==> src/rtl/fd_pkg.sv <==
// Shared types for the fetch->decode boundary queue.
package fd_pkg;

  localparam int unsigned FD_XLEN = 32;
  localparam int unsigned FD_ILEN = 32;

  typedef struct packed {
    logic [FD_ILEN-1:0] instr;
    logic [FD_XLEN-1:0] pc;
    logic               take_jb;
  } fd_entry_t;

  // Bubble presented to decode when nothing is queued; matches a flushed F/D register.
  localparam fd_entry_t FD_BUBBLE = '0;

  function automatic bit isPow2(input int unsigned v);
    return (v != 0) && ((v & (v - 1)) == 0);
  endfunction

endpackage

==> src/rtl/queue_ptr_ctrl.sv <==
// Pointer/occupancy control for a power-of-two in-order queue with flush.
module queue_ptr_ctrl #(
  parameter  int unsigned DEPTH = 4,
  localparam int unsigned PTRW  = $clog2(DEPTH),
  localparam int unsigned CNTW  = $clog2(DEPTH + 1)
) (
  input  logic            iClk,
  input  logic            iRstN,
  input  logic            iValid,
  input  logic            iStall,
  input  logic            iFlush,
  output logic            oReady,
  output logic            oValid,
  output logic            oPush,
  output logic            oPop,
  output logic [PTRW-1:0] oWrPtr,
  output logic [PTRW-1:0] oRdPtr,
  output logic [CNTW-1:0] oCount
);

  logic [PTRW-1:0] wrPtr;
  logic [PTRW-1:0] rdPtr;
  logic [CNTW-1:0] count;

  // Handshake qualification from registered occupancy only; flush suppresses both sides.
  always_comb begin
    oReady = (count != CNTW'(DEPTH));
    oValid = (count != '0);
    oPush  = iValid & oReady & ~iFlush;
    oPop   = oValid & ~iStall & ~iFlush;
  end

  // Pointer and occupancy state; pointers wrap naturally since DEPTH is a power of two.
  always_ff @(posedge iClk or negedge iRstN) begin
    if (!iRstN) begin
      wrPtr <= '0;
      rdPtr <= '0;
      count <= '0;
    end else if (iFlush) begin
      wrPtr <= '0;
      rdPtr <= '0;
      count <= '0;
    end else begin
      if (oPush) wrPtr <= wrPtr + 1'b1;
      if (oPop)  rdPtr <= rdPtr + 1'b1;
      count <= count + CNTW'(oPush) - CNTW'(oPop);
    end
  end

  assign oWrPtr = wrPtr;
  assign oRdPtr = rdPtr;
  assign oCount = count;

endmodule

==> src/rtl/fd_instr_queue.sv <==
// Fetch->decode queue: DEPTH entries of {instruction, PC, predicted-take}, valid/ready in, stall/flush out.
module fd_instr_queue
  import fd_pkg::*;
#(
  parameter int unsigned XLEN  = 32,
  parameter int unsigned ILEN  = 32,
  parameter int unsigned DEPTH = 4
) (
  input  logic                       iClk,
  input  logic                       iRstN,
  input  logic                       iValidF,
  input  logic [ILEN-1:0]            iInstructionF,
  input  logic [XLEN-1:0]            iPCF,
  input  logic                       iTakeJBF,
  output logic                       oReadyF,
  input  logic                       iStallD,
  input  logic                       iFlushD,
  output logic                       oValidD,
  output logic [ILEN-1:0]            oInstructionD,
  output logic [XLEN-1:0]            oPCD,
  output logic                       oTakeJBD,
  output logic [$clog2(DEPTH+1)-1:0] oCount
);

  localparam int unsigned PTRW = $clog2(DEPTH);

  if (!isPow2(DEPTH) || DEPTH < 2) begin : gBadDepth
    $error("fd_instr_queue: DEPTH must be a power of two >= 2");
  end
  if (XLEN != FD_XLEN || ILEN != FD_ILEN) begin : gBadWidth
    $error("fd_instr_queue: XLEN/ILEN must match fd_entry_t field widths");
  end

  logic            push;
  logic            pop;
  logic [PTRW-1:0] wrPtr;
  logic [PTRW-1:0] rdPtr;
  fd_entry_t       mem [DEPTH];
  fd_entry_t       inEntry;
  fd_entry_t       headEntry;

  queue_ptr_ctrl #(.DEPTH(DEPTH)) uPtrCtrl (
    .iClk   (iClk),
    .iRstN  (iRstN),
    .iValid (iValidF),
    .iStall (iStallD),
    .iFlush (iFlushD),
    .oReady (oReadyF),
    .oValid (oValidD),
    .oPush  (push),
    .oPop   (pop),
    .oWrPtr (wrPtr),
    .oRdPtr (rdPtr),
    .oCount (oCount)
  );

  // Pack the fetch-side fields into one entry.
  always_comb begin
    inEntry         = FD_BUBBLE;
    inEntry.instr   = iInstructionF;
    inEntry.pc      = iPCF;
    inEntry.take_jb = iTakeJBF;
  end

  // Entry storage; contents are don't-care until written, so no reset.
  always_ff @(posedge iClk) begin
    if (push) mem[wrPtr] <= inEntry;
  end

  // Head presented to decode, forced to a bubble when empty.
  always_comb begin
    headEntry = FD_BUBBLE;
    if (oValidD) headEntry = mem[rdPtr];
  end

  assign oInstructionD = headEntry.instr;
  assign oPCD          = headEntry.pc;
  assign oTakeJBD      = headEntry.take_jb;

  // pop is only consumed by the pointer control; kept visible here for debug.
  logic unusedPop;
  assign unusedPop = pop;

endmodule

==> config.mk <==
export PLATFORM = sky130hd
export DESIGN_NAME = fd_instr_queue
export DESIGN_NICKNAME = d
export VERILOG_FILES = /design/src/rtl/fd_pkg.sv /design/src/rtl/queue_ptr_ctrl.sv /design/src/rtl/fd_instr_queue.sv
export SDC_FILE = /design/constraint.sdc
export NUM_CORES = 1
export LEC_CHECK = 0
export ABC_AREA = 1
export CAP_MARGIN = 20
export CORE_UTILIZATION = 50
export CTS_CLUSTER_SIZE = 30
export DETAILED_ROUTE_END_ITERATION = 7
export PLACE_DENSITY = 0.76
export SETUP_SLACK_MARGIN = 0.05
export SLEW_MARGIN = 10
export SYNTH_ARGS = -nofsm -noshare
export SYNTH_HDL_FRONTEND = slang
export SYNTH_SLANG_ARGS = --single-unit
==> constraint.sdc <==
create_clock -name iClk -period 4 [get_ports iClk]
set_clock_uncertainty 0.15 [all_clocks]
set_input_delay 0.8 -clock iClk [delete_from_list [all_inputs] [get_ports iClk]]
set_output_delay 0.8 -clock iClk [all_outputs]
set_load 0.01 [all_outputs]
==> run metrics <==
result of the run finished, final reports clean; master cell of the clock root buffer clkbuf_16; count of TritonRoute iterations in the first routing pass 5; xor and xnor area share after synthesis 0%; number of antenna violations at the first check in global routing 1; nature of the critical path startpoint register; synth top area cells edfxtp_1 68%, inv_1 8.9%, nand2_1 8.8%, nand3_1 5.9%, a21oi_1 2.9%; final setup fails 0; Post-Synth Simple-Gate Area 15.3%; classification of the worst-slack hold path input pin to async pin; clock tree from TritonCTS done; overall power 8.68 mW; Worst Setup Slack, final 0.360 ns; share of flip-flops with an asynchronous set or reset after synthesis 2.62%; final hold viol count 0; Worst EP required 3.05 ns; placer congestion estimate 0.748; floorplan row count 55; cells along the critical path buf_4, nand3_1, a21oi_1, clkdlybuf4s50_1; cell type with the highest aggregate area in the netlist edfxtp_1; critical path endpoint category output pin; post-placement cell area 13,200 um2; number of inserted diodes 0; x dimension of the die 154 um; number of synthesis warnings 0; register bit count reported by yosys 267; max frequency 0.275 GHz; final HPWL from detailed placement 13.5 mm; post-route cell area 14,100 um2; worst hold slack across all endpoints 0.394 ns; number of cells on the worst reg-to-reg path 5; Peak supply drop 0.416 mV; multi-input logic area 2230 um2; dominant combinational cell family by area after synthesis simple AND/OR/NAND/NOR gates; count of placed standard cells including taps 1,479; final WL 24.1 mm; end of the worst register-to-register path mem[3][56]; worst relative slew slack 38.0%; fin util 62.2%; fraction of final layout cells sized beyond drive strength 1 5.22%; Leakage 6.00 nW; Top-Level Pins 140; Worst Path Class, Setup register to output pin; Max-Cap Viols 0; DRC violations left 0; number of cells produced by synthesis 1,091; aggregate global routing overflow 0; Period minus WS final 3.64 ns; Finished Layout Cells 1,530; startpoint of the worst-slack reg-to-reg timing path uPtrCtrl.oCount[1]; Clock Path Buffers 3; core region area 22,600 um2; final sum of negative setup slack 0 ns; period utilisation layout 91.0%; number of setup buffers added after CTS 0; all-layer global routing usage 20.5%; Cell Pwr Density 616 nW/um2; Buffers & Inverters on Critical Path 2; routed length per instance 15.7 um; CTS Buf Count 28; count of different cell masters after synthesis 16; DIE AREA 23,700 um2; area grow syn2layout 22.0%; latest clock arrival within the worst-skew pair 0.52 ns; H-tree Lvls 1; mapped cell area 11,500 um2; via count of the first global-routing pass 7,476; standard cell with the maximum stage delay on the critical path buf_4; clock transition time at the flip-flop clock pins of the worst setup and hold paths 0.06 ns; critical path fanouts, max 67; Die H 154 um; FF/Latch Area 7990 um2; largest incremental delay on the critical path 0.72 ns; arrival time of data at the critical path endpoint 2.69 ns; transition time at the pin with the least slew margin 0.929 ns; count of flip-flops with a built-in enable after synthesis 260; Resized cells post-CTS 0; multiplexer fraction of the synthesized cell area 0%; net count of the finished layout 1,301; Detail Route Antenna Nets 0; wire length of the first global-routing pass 38.1 mm; Synth Net Count 1,168; synthesized-area fraction occupied by ao, oa, aoi and oai cells 2.86%; Top Family by Delay on Critical Path buffers and inverters; largest net degree at the start of global routing 133; sink count of the clock tree 267; mean post-synth cell area 10.6 um2; count of filler cells inserted in the layout 1,743; input/output buffers 139; DR iter-0 viols 488; setup repair after global routing missed its margin false; Final Max Slew Viols 0; top cells by count, synth 273 x inv_1, 272 x nand2_1, 260 x edfxtp_1; share of the synthesized area in the top cell type 67.6%; dominant register cell in the synthesized netlist edfxtp_1; number of vias after detailed routing 7,586; fraction of the mapped netlist area in adder cells 0.824%; vias per inst 4.96; Reg2Reg Setup Slack 1.70 ns; number of hold buffers added after CTS 0; effective utilization at floorplan 51.0%; pre-CTS setup slack 0.879 ns; sequential area share after synthesis 69.1%; most common cell in the synthesized netlist inv_1
worst max path at each step:
| stage | startpoint | end | slack [ns] | cells after the start |
|---|---|---|---|---|
| final | uPtrCtrl.oRdPtr[1] | oInstructionD[29] | 0.36 | 4 |
| after global routing | uPtrCtrl.oRdPtr[1] | oPCD[1] | 0.29 | 4 |
| after CTS | uPtrCtrl.oRdPtr[1] | oTakeJBD | 0.35 | 4 |
| after detailed placement | iFlushD | mem[3][47] | 0.88 | 5 |
| after global placement | iFlushD | mem[3][49] | 0.92 | 5 |
| after floorplan | iFlushD | mem[0][0] | -0.45 | 3 |
per-layer routing:
layer	global-route usage [%]	routed length, um	vias to the layer above
li1	-	-	3731
met1	25.5	9950	3613
met2	37.0	12400	201
met3	3.27	1230	41
met4	5.86	527	0
met5	0	0	-
state kept, by name, summed over array words and instances, names as in the netlist:
name             count
uPtrCtrl.oRdPtr      2
uPtrCtrl.oCount      3
mem                260
uPtrCtrl.oWrPtr      2
report_power, final:
| group | switching, mW | internal [mW] |
|---|---|---|
| sequential | 0.0525 | 3.26 |
| combinational | 1.67 | 1.24 |
| clock | 1.02 | 1.45 |
| total | 2.74 | 5.94 |
placed cells by master (no fill, tap or decap), types with 3 or more instances in the layout:
cell type,Yosys,routed
inv_2,4,3
clkdlybuf4s50_1,0,139
buf_12,0,7
clkbuf_1,12,5
nand2_1,272,272
dfrtp_1,7,5
clkinv_2,0,5
inv_1,273,273
clkinv_1,0,7
edfxtp_1,260,260
buf_4,7,8
a21oi_1,66,66
nor2_4,0,4
nor2_1,10,6
nand3_1,136,136
nand4_1,4,4
clkbuf_16,0,29
ha_1,6,6
cell type report:
class | instances | share of cell area [%]
Timing Repair Buffer | 154 | 11.3
Inverter | 277 | 7.40
Clock inverter | 17 | 0.959
Multi-Input combinational cell | 496 | 15.8
Tap cell | 285 | 2.53
Sequential cell | 267 | 56.7
Clock buffer | 34 | 5.29
cells by family (layout without fill, tap and decap cells):
group	count (synthesis)	in the layout
simple gates	423	423
buf+inv	328	482
flops	267	267
compound gates	66	66
fa+ha+maj	7	7
worst register-to-register path, cell delays in order (launching register included):
cell and delay, ns:
dfrtp_1 0.43, nor2_1 0.07, nand2_1 0.15, nand3_1 0.35
nor2_4 0.53, buf_12 0.29
Note: power is estimated with default switching activity, not from simulation.
